### src/rtl/player_motion_fsm_if.sv
// Player controller bundle: debounced buttons, physics strobe and crash flag toward the FSM,
// height, game-state pulses and jump/duck status back toward renderer and collision logic.
interface player_motion_fsm_if #(
    parameter int unsigned POS_W = 6,
    parameter int unsigned JL_W  = 2
);
    logic             physics_tick;
    logic             button_up;
    logic             button_down;
    logic             crash;
    logic [POS_W-1:0] player_position;
    logic             game_start_pulse;
    logic             game_over_pulse;
    logic             jump_pulse;
    logic             jumping;
    logic             ducking;
    logic [JL_W-1:0]  jumps_left;

    modport master (
        output physics_tick, button_up, button_down, crash,
        input  player_position, game_start_pulse, game_over_pulse, jump_pulse, jumping, ducking,
               jumps_left
    );

    modport slave (
        input  physics_tick, button_up, button_down, crash,
        output player_position, game_start_pulse, game_over_pulse, jump_pulse, jumping, ducking,
               jumps_left
    );
endinterface

### src/rtl/player_motion_fsm.sv
// Player motion controller: signed-velocity physics with gravity, hold-to-extend jump,
// multi-jump, fast-fall, crash handling and restart.
module player_motion_fsm #(
    parameter int unsigned POS_W      = 6,
    parameter int unsigned VEL_W      = 6,
    parameter int unsigned JUMP_VEL   = 7,
    parameter int unsigned GRAVITY    = 1,
    parameter int unsigned MAX_JUMPS  = 2,
    parameter int unsigned HOLD_TICKS = 2,
    parameter bit          FAST_FALL  = 1'b1
) (
    input logic               clk,
    input logic               reset_n,
    player_motion_fsm_if.slave pm
);
    localparam int unsigned JlW   = $clog2(MAX_JUMPS + 1);
    localparam int unsigned HoldW = (HOLD_TICKS > 0) ? $clog2(HOLD_TICKS + 1) : 1;
    localparam int unsigned SumW  = ((POS_W > VEL_W) ? POS_W : VEL_W) + 2;

    localparam logic signed [VEL_W-1:0] JumpVel  = VEL_W'(JUMP_VEL);
    localparam logic signed [VEL_W-1:0] VelMin   = {1'b1, {(VEL_W-1){1'b0}}};
    localparam logic signed [VEL_W+1:0] VelMinW  = {3'b111, {(VEL_W-1){1'b0}}};
    localparam logic signed [VEL_W+1:0] Grav     = (VEL_W+2)'(GRAVITY);
    localparam logic signed [VEL_W+1:0] GravDbl  = (VEL_W+2)'(2 * GRAVITY);
    localparam logic signed [SumW-1:0]  PosMaxS  = SumW'(2 ** POS_W - 1);
    localparam logic [POS_W-1:0]        PosMax   = {POS_W{1'b1}};
    localparam logic [HoldW-1:0]        HoldInit = HoldW'(HOLD_TICKS);
    localparam logic [JlW-1:0]          JlMax    = JlW'(MAX_JUMPS);

    typedef enum logic [1:0] {StIdle, StRun, StAir, StDead} state_e;

    state_e                   state_q;
    logic [POS_W-1:0]         pos_q;
    logic signed [VEL_W-1:0]  vel_q;
    logic [HoldW-1:0]         hold_q;
    logic [JlW-1:0]           jumps_q;
    logic                     up_prev_q;
    logic                     start_q;
    logic                     over_q;
    logic                     jump_q;

    logic                     up_rise;
    logic                     hold_active;
    logic signed [SumW-1:0]   new_pos;
    logic signed [VEL_W+1:0]  grav_step;
    logic signed [VEL_W+1:0]  vel_wide;
    logic signed [VEL_W-1:0]  vel_next;
    logic [HoldW-1:0]         hold_next;
    logic                     hit_ceil;
    logic                     hit_ground;
    logic [POS_W-1:0]         pos_phys;
    logic signed [VEL_W-1:0]  vel_phys;

    always_comb begin
        up_rise     = pm.button_up & ~up_prev_q;
        hold_active = (hold_q != '0) && pm.button_up;
        new_pos     = $signed({{(SumW-POS_W){1'b0}}, pos_q}) +
                      $signed({{(SumW-VEL_W){vel_q[VEL_W-1]}}, vel_q});
        grav_step   = (FAST_FALL && pm.button_down) ? GravDbl : Grav;
        vel_wide    = $signed({{2{vel_q[VEL_W-1]}}, vel_q}) - grav_step;
        vel_next    = vel_q;
        hold_next   = '0;
        if (hold_active) begin
            hold_next = hold_q - 1'b1;
        end else if (vel_wide < VelMinW) begin
            vel_next = VelMin;
        end else begin
            vel_next = vel_wide[VEL_W-1:0];
        end
        hit_ceil   = (new_pos >= PosMaxS);
        hit_ground = (new_pos <= 0);
        pos_phys   = new_pos[POS_W-1:0];
        vel_phys   = vel_next;
        // Ceiling kills upward speed but lets gravity pull the player off the ceiling.
        if (hit_ceil) begin
            pos_phys = PosMax;
            vel_phys = vel_next[VEL_W-1] ? vel_next : '0;
        end else if (hit_ground) begin
            pos_phys = '0;
            vel_phys = '0;
        end
    end

    always_ff @(posedge clk or negedge reset_n) begin
        if (!reset_n) begin
            state_q   <= StIdle;
            pos_q     <= '0;
            vel_q     <= '0;
            hold_q    <= '0;
            jumps_q   <= JlMax;
            up_prev_q <= 1'b0;
            start_q   <= 1'b0;
            over_q    <= 1'b0;
            jump_q    <= 1'b0;
        end else begin
            up_prev_q <= pm.button_up;
            start_q   <= 1'b0;
            over_q    <= 1'b0;
            jump_q    <= 1'b0;
            case (state_q)
                StIdle: begin
                    if (up_rise) begin
                        state_q <= StRun;
                        start_q <= 1'b1;
                    end
                end
                StRun: begin
                    if (pm.crash) begin
                        state_q <= StDead;
                        over_q  <= 1'b1;
                    end else if (up_rise) begin
                        state_q <= StAir;
                        vel_q   <= JumpVel;
                        hold_q  <= HoldInit;
                        jumps_q <= JlMax - 1'b1;
                        jump_q  <= 1'b1;
                    end
                end
                StAir: begin
                    if (pm.crash) begin
                        state_q <= StDead;
                        over_q  <= 1'b1;
                    end else begin
                        if (pm.physics_tick) begin
                            pos_q  <= pos_phys;
                            vel_q  <= vel_phys;
                            hold_q <= hold_next;
                            if (hit_ground) begin
                                state_q <= StRun;
                                jumps_q <= JlMax;
                            end
                        end
                        // A mid-air jump wins over a same-tick landing: stay airborne at pos 0.
                        if (up_rise && jumps_q != '0) begin
                            state_q <= StAir;
                            vel_q   <= JumpVel;
                            hold_q  <= HoldInit;
                            jumps_q <= jumps_q - 1'b1;
                            jump_q  <= 1'b1;
                        end
                    end
                end
                StDead: begin
                    if (up_rise) begin
                        state_q <= StRun;
                        pos_q   <= '0;
                        vel_q   <= '0;
                        hold_q  <= '0;
                        jumps_q <= JlMax;
                        start_q <= 1'b1;
                    end
                end
                default: state_q <= StIdle;
            endcase
        end
    end

    assign pm.player_position  = pos_q;
    assign pm.game_start_pulse = start_q;
    assign pm.game_over_pulse  = over_q;
    assign pm.jump_pulse       = jump_q;
    assign pm.jumping          = (state_q == StAir);
    assign pm.ducking          = (state_q == StRun) && pm.button_down;
    assign pm.jumps_left       = jumps_q;
endmodule

### src/flat_wrapper.sv
// flat-port wrapper written by rule: the top's interface ports become plain ports
module player_motion_fsm_flat 
#(
    parameter int unsigned POS_W      = 6,
    parameter int unsigned VEL_W      = 6,
    parameter int unsigned JUMP_VEL   = 7,
    parameter int unsigned GRAVITY    = 1,
    parameter int unsigned MAX_JUMPS  = 2,
    parameter int unsigned HOLD_TICKS = 2,
    parameter bit          FAST_FALL  = 1'b1
)
  (clk, reset_n, pm_physics_tick, pm_button_up, pm_button_down, pm_crash, pm_player_position, pm_game_start_pulse, pm_game_over_pulse, pm_jump_pulse, pm_jumping, pm_ducking, pm_jumps_left);
  player_motion_fsm_if #(.POS_W(POS_W), .JL_W(2)) pm_i ();
  input logic clk;
  input logic reset_n;
  input wire logic [$bits(pm_i.physics_tick)-1:0] pm_physics_tick;
  input wire logic [$bits(pm_i.button_up)-1:0] pm_button_up;
  input wire logic [$bits(pm_i.button_down)-1:0] pm_button_down;
  input wire logic [$bits(pm_i.crash)-1:0] pm_crash;
  output wire logic [$bits(pm_i.player_position)-1:0] pm_player_position;
  output wire logic [$bits(pm_i.game_start_pulse)-1:0] pm_game_start_pulse;
  output wire logic [$bits(pm_i.game_over_pulse)-1:0] pm_game_over_pulse;
  output wire logic [$bits(pm_i.jump_pulse)-1:0] pm_jump_pulse;
  output wire logic [$bits(pm_i.jumping)-1:0] pm_jumping;
  output wire logic [$bits(pm_i.ducking)-1:0] pm_ducking;
  output wire logic [$bits(pm_i.jumps_left)-1:0] pm_jumps_left;
  assign pm_i.physics_tick = pm_physics_tick;
  assign pm_i.button_up = pm_button_up;
  assign pm_i.button_down = pm_button_down;
  assign pm_i.crash = pm_crash;
  assign pm_player_position = pm_i.player_position;
  assign pm_game_start_pulse = pm_i.game_start_pulse;
  assign pm_game_over_pulse = pm_i.game_over_pulse;
  assign pm_jump_pulse = pm_i.jump_pulse;
  assign pm_jumping = pm_i.jumping;
  assign pm_ducking = pm_i.ducking;
  assign pm_jumps_left = pm_i.jumps_left;
  player_motion_fsm #(.POS_W(POS_W), .VEL_W(VEL_W), .JUMP_VEL(JUMP_VEL), .GRAVITY(GRAVITY), .MAX_JUMPS(MAX_JUMPS), .HOLD_TICKS(HOLD_TICKS), .FAST_FALL(FAST_FALL)) u_core (.clk(clk), .reset_n(reset_n), .pm(pm_i));
endmodule
### config.mk
export PLATFORM = sky130hd
export DESIGN_NAME = player_motion_fsm_flat
export DESIGN_NICKNAME = d
export VERILOG_FILES = /design/src/rtl/player_motion_fsm_if.sv /design/src/rtl/player_motion_fsm.sv /design/src/flat_wrapper.sv
export SDC_FILE = /design/constraint.sdc
export NUM_CORES = 1
export LEC_CHECK = 0
export CAP_MARGIN = 20
export CORE_MARGIN = 3
export CORE_UTILIZATION = 50
export CTS_CLUSTER_DIAMETER = 150
export DETAILED_ROUTE_END_ITERATION = 12
export PLACE_DENSITY = 0.78
export SLEW_MARGIN = 20
export SYNTH_ARGS = -nofsm -noshare
export SYNTH_HDL_FRONTEND = slang
export SYNTH_SLANG_ARGS = --single-unit
### constraint.sdc
create_clock -name clk -period 7.3 [get_ports clk]
set_input_delay 1.46 -clock clk [delete_from_list [all_inputs] [get_ports clk]]
set_output_delay 1.46 -clock clk [all_outputs]
set_load 0.01 [all_outputs]
==> results of run 1 <==
==> worst max-delay path: stages <==
cell and delay (ns):
clkdlybuf4s50_1 0.48, and2_1 0.12, clkdlybuf4s50_1 0.53
==> cell families (layout without fill, tap and decap cells) <==
| kind of cell | count (synthesis) | count (layout) |
|---|---|---|
| buf+inv | 22 | 39 |
| mux | 1 | 1 |
| xor+xnor | 5 | 5 |
| simple gates | 59 | 59 |
| compound gates | 65 | 65 |
| fa+ha+maj | 18 | 18 |
| flops | 22 | 22 |
==> synth_stat cells (all sizes together), types with 2 or more instances <==
| library cell | number | area share (%) |
|---|---|---|
| nor2 | 19 | 4.3 |
| nand4 | 5 | 1.9 |
| clkbuf | 5 | 1.1 |
| a31oi | 2 | 1.7 |
| and2 | 3 | 1.1 |
| o22ai | 4 | 1.5 |
| a21oi | 22 | 7.1 |
| nor2b | 2 | 0.76 |
| a21o | 3 | 1.4 |
| xnor2 | 4 | 2.1 |
| fa | 2 | 2.4 |
| o21ai | 14 | 4.3 |
| nand2b | 2 | 0.76 |
| nor3 | 3 | 0.91 |
| a211oi | 2 | 1.2 |
| o21bai | 3 | 1.4 |
| nand2 | 12 | 2.7 |
| inv | 17 | 3.9 |
| nand3 | 6 | 1.8 |
| ha | 16 | 12 |
| dfrtp | 21 | 32 |
| o211ai | 6 | 2.7 |
==> final cells by class <==
type	count	area, um2	share of cell area (%)
inverters	17	63.81	3.333
well taps	44	55.05	2.876
multi-input cells	148	1011	52.81
flip-flops and latches	22	551.8	28.82
clock buffers	3	22.52	1.176
repair buffers	18	180.2	9.412
clock inverters	1	30.03	1.569
==> power groups by stage <==
stage	clock, uW	combinational, uW	sequential [uW]
after floorplan	0	364	208
after global placement	0	499	201
after detailed placement	0	515	205
after CTS	95.7	520	202
after global routing	99.9	589	208
final	93.8	521	202
==> final timing paths <==
path / startpoint / endpoint / slack [ns]
min in group asynchronous: reset_n / u_core.pm.player_position[3] / 1.66
max reg2reg: u_core.vel_q[0] / u_core.pm.jumps_left[1] / 4.54
min: u_core.pm.jumps_left[1] / u_core.pm.jumps_left[1] / 0.52
max in group asynchronous: reset_n / u_core.hold_q[0] / 5.06
min reg2reg: u_core.pm.jumps_left[1] / u_core.pm.jumps_left[1] / 0.52
max: pm_button_down / pm_ducking / 3.25
==> sequential cells by signal, indices dropped and copies added, names as in the netlist, 2 cells and up <==
name                       cells
u_core.hold_q                  2
u_core.state_q                 2
u_core.vel_q                   6
u_core.pm.jumps_left           2
u_core.pm.player_position      6
==> layer usage <==
metal  vias to the layer above  GRT usage, %
li1                        725             -
met3                         6         2.139
met2                        48         35.20
met5                         -             0
met4                         0         4.852
met1                       692         25.14
==> per-stage QoR <==
step / total power (uW) / setup WS, ns / hold WS (ns) / utilization [%]
2_1_floorplan: 572.3 / 4.215 / 0.4949 / -
3_3_place_gp: 700.7 / 3.266 / 0.5007 / 60.00
3_5_place_dp: 719.5 / 3.245 / 0.5042 / 60.00
4_1_cts: 817.0 / 3.240 / 0.5263 / 61.69
5_1_grt: 897.1 / 3.193 / 0.5436 / 61.69
6_report: 816.4 / 3.253 / 0.5227 / 61.69
==> out/qor.txt, run 1 <==
Vias: 1471
Max Freq: 0.2471 GHz
Post-DR wirelength/cell: 14.13 um
Placer Congestion: 0.8614
Final Setup Violations: 0
Internal: 442.9 uW
CTS Buf Count: 3
WL met3: 177 um
Crit start category: primary input
Synth Area per Inst: 8.569 um2
Layout cell share with drive strength beyond 1: 5.263%
Cell Area, Synth: 1645 um2
Required time of the critical path: 5.84 ns
FILL cells: 290
Power density over the cells: 426.5 nW/um2
IO Pins: 19
Antenna Cells: 0
Initial antenna violation count: 0
#FFs+latches synth: 22
WHS Path Cells: 1
Area after DPL: 1862 um2
Post-CTS Hold Buffers: 0
Logic pwr share: 63.8%
Clk_skew: 0.007801 ns
Max Cap Viol: 0
Fraction of registers with async set/reset: 100.0%
1st-pass router iterations: 4
RSZ-0062 raised after global routing: no
Initial DRC count: 50
Clock share of power: 11.5%
Synth Area in Simple Gates: 17.41%
Largest net degree at the start of global routing: 23
Via density: 5.814
Initial core utilization: 53.02%
Synth Area in XOR/XNOR: 2.662%
Root Buffer: clkbuf_4
Sequential area share after synthesis: 33.54%
Total Wirelength: 3574 um
Resized Gates After CTS: 0
Clk Latency, worst-skew pair: 0.31 ns
CTS tree: done
Port Buffers: 18
Setup TNS: 0 ns
Clk sinks: 22
Dpl cells: 249
Final nets: 234
Worst R2R Path Depth: 9
CP Capture Type: output pin
DR top layer: met4
Crit path DAT: 2.59 ns
Remaining antenna violation count: 0
Hold Path Class: register to register
Commonest non-fill, non-tap cell in the layout: dfrtp_1
Slew margin rel.: 34.54%
Syn_nets: 216
Count of flip-flops with a built-in enable after synthesis: 0
Cells after Synth: 192
Area added between synthesis and finish: 16.35%
Period utilisation layout: 55.44%
Worst Tran Pin Value: 0.9819 ns
Finished Layout Cells: 253
Tmin final: 4.047 ns
Met2 wire len: 1806 um
Main synth FF type: dfrtp_1
Peak VDD IR: 251.3 uV
M1 WL: 1540 um
Die Wd: 63.37 um
CTS Buffer Depth: 2
Leakage: 0.0008207 uW
Drt drc: 0
Number of global-route vias before repair: 1462
Htree depth: 1
Status: finished clean
DIE HEIGHT: 63.37 um
Synth Area in Compound Gates: 26.16%
Part of the power in registers: 24.7%
Most frequent cells in the layout: dfrtp_1, a21oi_1, nor2_1, clkdlybuf4s50_1, inv_1
# rows: 20
Multiplexer area fraction after synthesis: 0.6084%
Tot GR Track Use: 19.67%
Clock slew at reported path FFs: 0.12 ns
Post-DP HPWL: 2804 um
Critical path class: primary input to output pin
Design area: 1914 um2
Global-route wire length before repair: 6451 um
Setup bufs post-CTS: 0
Core area: 3103 um2
Adder-cell share of the synthesized area: 14.60%
Max FO, Critical Path: 2
Yosys warnings: 0
Library cells used by synthesis: 44
Overflow after GRT: 0
Hold Vio Cnt, Final: 0
Die footprint: 4015 um2
Max-slew violation count: 0
Largest family of logic cells by synthesized area: compound AO/OA/AOI/OAI gates
Sw Ratio: 45.75%
P_sw: 373.5 uW
Note: power is estimated with default switching activity, not from simulation.
==> inputs of run 2 (changes only) <==
Settings changed: PLACE_DENSITY 0.78 to 0.81.
Clock period 7.3 ns to 3.42 ns, I/O delays scaled along.
==> run 2 against run 1 <==
Compared with the run above:
- critical path type is now register to output pin
- sequential power rose by 110%
- first-iteration DRC count rose by 8.0%
- register-to-register slack got worse by 3.8 ns
- largest power group unchanged
- routed wire length down 2.4%
- critical endpoint is now pm_jumping
==> out/qor.txt, run 2 (synthesized netlist as in run 1, its figures left out) <==
Max Freq: 0.3683 GHz
Initial antenna violation count: 0 (unchanged)
Crit path DAT: 2.03 ns (-0.56 ns)
Reg2reg start: u_core.pm.player_position[0]
Die footprint: 4015 um2 (unchanged)
CP Capture Type: output pin
Critical path class: register to output pin
DIE HEIGHT: 63.37 um (unchanged)
Port Buffers: 18 (unchanged)
Clock slew at reported path FFs: 0.13 ns (about the same)
Critical Path Sink: pm_jumping
Clk sinks: 22 (unchanged)
Setup TNS: 0 ns (unchanged)
Dpl cells: 251 (+0.80%)
RSZ-0062 raised after global routing: no
Period utilisation layout: 79.38%
Initial core utilization: 53.02% (unchanged)
Total Wirelength: 3487 um (-2.4%)
Worst setup path startpoint: u_core.state_q[0]
Slew margin rel.: 60.56% (+26 points)
Final nets: 237 (+1.3%)
Global-route wire length before repair: 6216 um (-3.6%)
Placer Congestion: 0.8644 (+0.35%)
Peak VDD IR: 563.6 uV (+120%)
Die Wd: 63.37 um (unchanged)
1st-pass router iterations: 4 (unchanged)
Max-slew violation count: 0 (unchanged)
Worst Tran Pin Value: 0.5890 ns (-0.3930 ns)
Status: finished clean
Root Buffer: clkbuf_4
Antenna Cells: 0 (unchanged)
Via density: 5.625 (-3.3%)
Hold Vio Cnt, Final: 0 (unchanged)
Vias: 1440 (-2.1%)
IO Pins: 19 (unchanged)
Setup bufs post-CTS: 0 (unchanged)
Hold Path Class: register to register
Post-CTS Hold Buffers: 0 (unchanged)
Htree depth: 1 (unchanged)
Power density over the cells: 898.3 nW/um2 (+110%)
Clk Latency, worst-skew pair: 0.31 ns (about the same)
Leakage: 0.0008380 uW (+2.1%)
R2r setup slk: 0.71 ns (-3.83 ns)
Post-DR wirelength/cell: 13.62 um (-3.6%)
Finished Layout Cells: 256 (+1.2%)
Initial DRC count: 54 (+8.0%)
Total power draw: 1747 uW (+110%)
Required time of the critical path: 2.74 ns (-3.10 ns)
# rows: 20 (unchanged)
Crit start category: register
CTS Buf Count: 3 (unchanged)
Worst R2R Path Depth: 9 (unchanged)
Clk_skew: 0.01203 ns (+0.004232 ns)
Worst hold slack: 0.5206 ns (-0.002132 ns)
Largest net degree at the start of global routing: 23 (unchanged)
Layout cell share with drive strength beyond 1: 6.604% (+1.3 points)
Overflow after GRT: 0 (unchanged)
Max Cap Viol: 0 (unchanged)
CTS tree: done
Area added between synthesis and finish: 18.17%
Core area: 3103 um2 (unchanged)
Max FO, Critical Path: 17 (+15)
Post-DP HPWL: 2717 um (-3.1%)
Tot GR Track Use: 18.98% (-0.69 points)
Remaining antenna violation count: 0 (unchanged)
R2R Path End: u_core.pm.jumps_left[1]
Drt drc: 0 (unchanged)
Tmin final: 2.715 ns
Number of global-route vias before repair: 1436 (-1.8%)
Final Setup Violations: 0 (unchanged)
Resized Gates After CTS: 0 (unchanged)
Commonest non-fill, non-tap cell in the layout: dfrtp_1
CTS Buffer Depth: 2 (unchanged)
Most frequent cells in the layout: dfrtp_1, a21oi_1, nor2_1, clkdlybuf4s50_1, inv_1
==> run 2: cell types whose count changed in the layout (fill, tap and decap cells not counted) <==
cell,delta
buf_4,+2
buf_8,+1
==> run 2: layout make-up <==
| type | instances | area (um2) |
|---|---|---|
| fillers | 284 | 1159 |
| multi-input cells | 148 | 1011 |
| flip-flops and latches | 22 | 551.8 |
| repair buffers | 21 | 210.2 |
| inverters | 17 | 63.81 |
| well taps | 44 | 55.05 |
| clock inverters | 1 | 30.03 |
| clock buffers | 3 | 22.52 |
==> run 2: power breakdown <==
part,switching [uW],internal [uW],total (uW)
clock,81.7,118,200
combinational,635,484,1120
sequential,72.1,355,427
total,789,958,1750
==> run 2: worst max-delay path: stages (launching register included) <==
cell and delay [ns]:
dfrtp_1 0.44, inv_1 0.12, ha_1 0.52, clkdlybuf4s50_1 0.64
==> run 2: worst min-delay path by stage <==
stage | slack, ns | from | cells after the start | endpoint
2_1_floorplan | 0.39 | reset_n | 0 | u_core.hold_q[0]
3_3_place_gp | 0.50 | u_core.pm.player_position[3] | 2 | u_core.pm.player_position[3]
3_5_place_dp | 0.50 | u_core.pm.jumps_left[1] | 1 | u_core.pm.jumps_left[1]
4_1_cts | 0.52 | u_core.pm.jumps_left[1] | 1 | u_core.pm.jumps_left[1]
5_1_grt | 0.53 | u_core.pm.jumps_left[1] | 1 | u_core.pm.jumps_left[1]
6_report | 0.52 | u_core.pm.jumps_left[1] | 1 | u_core.pm.jumps_left[1]
==> run 2: metal layers <==
layer	up-vias	global-route usage [%]	routed length, um	part of all wire, %
met2	32	31.42	1662	48
met4	0	6.469	50	1.4
met3	6	2.317	111	3.2
li1	735	-	-	-
met5	-	0	0	0
met1	667	25.57	1662	48
==> run 2: through the flow <==
stage                     setup WS (ns)  cell area (um2)  utilization [%]
after floorplan                  0.9683             1645                -
after global placement           0.5844             1877            60.48
after detailed placement         0.4667             1877            60.48
after CTS                        0.6980             1929            62.18
after global routing             0.4891             1944            62.66
final                            0.7052             1944            62.66
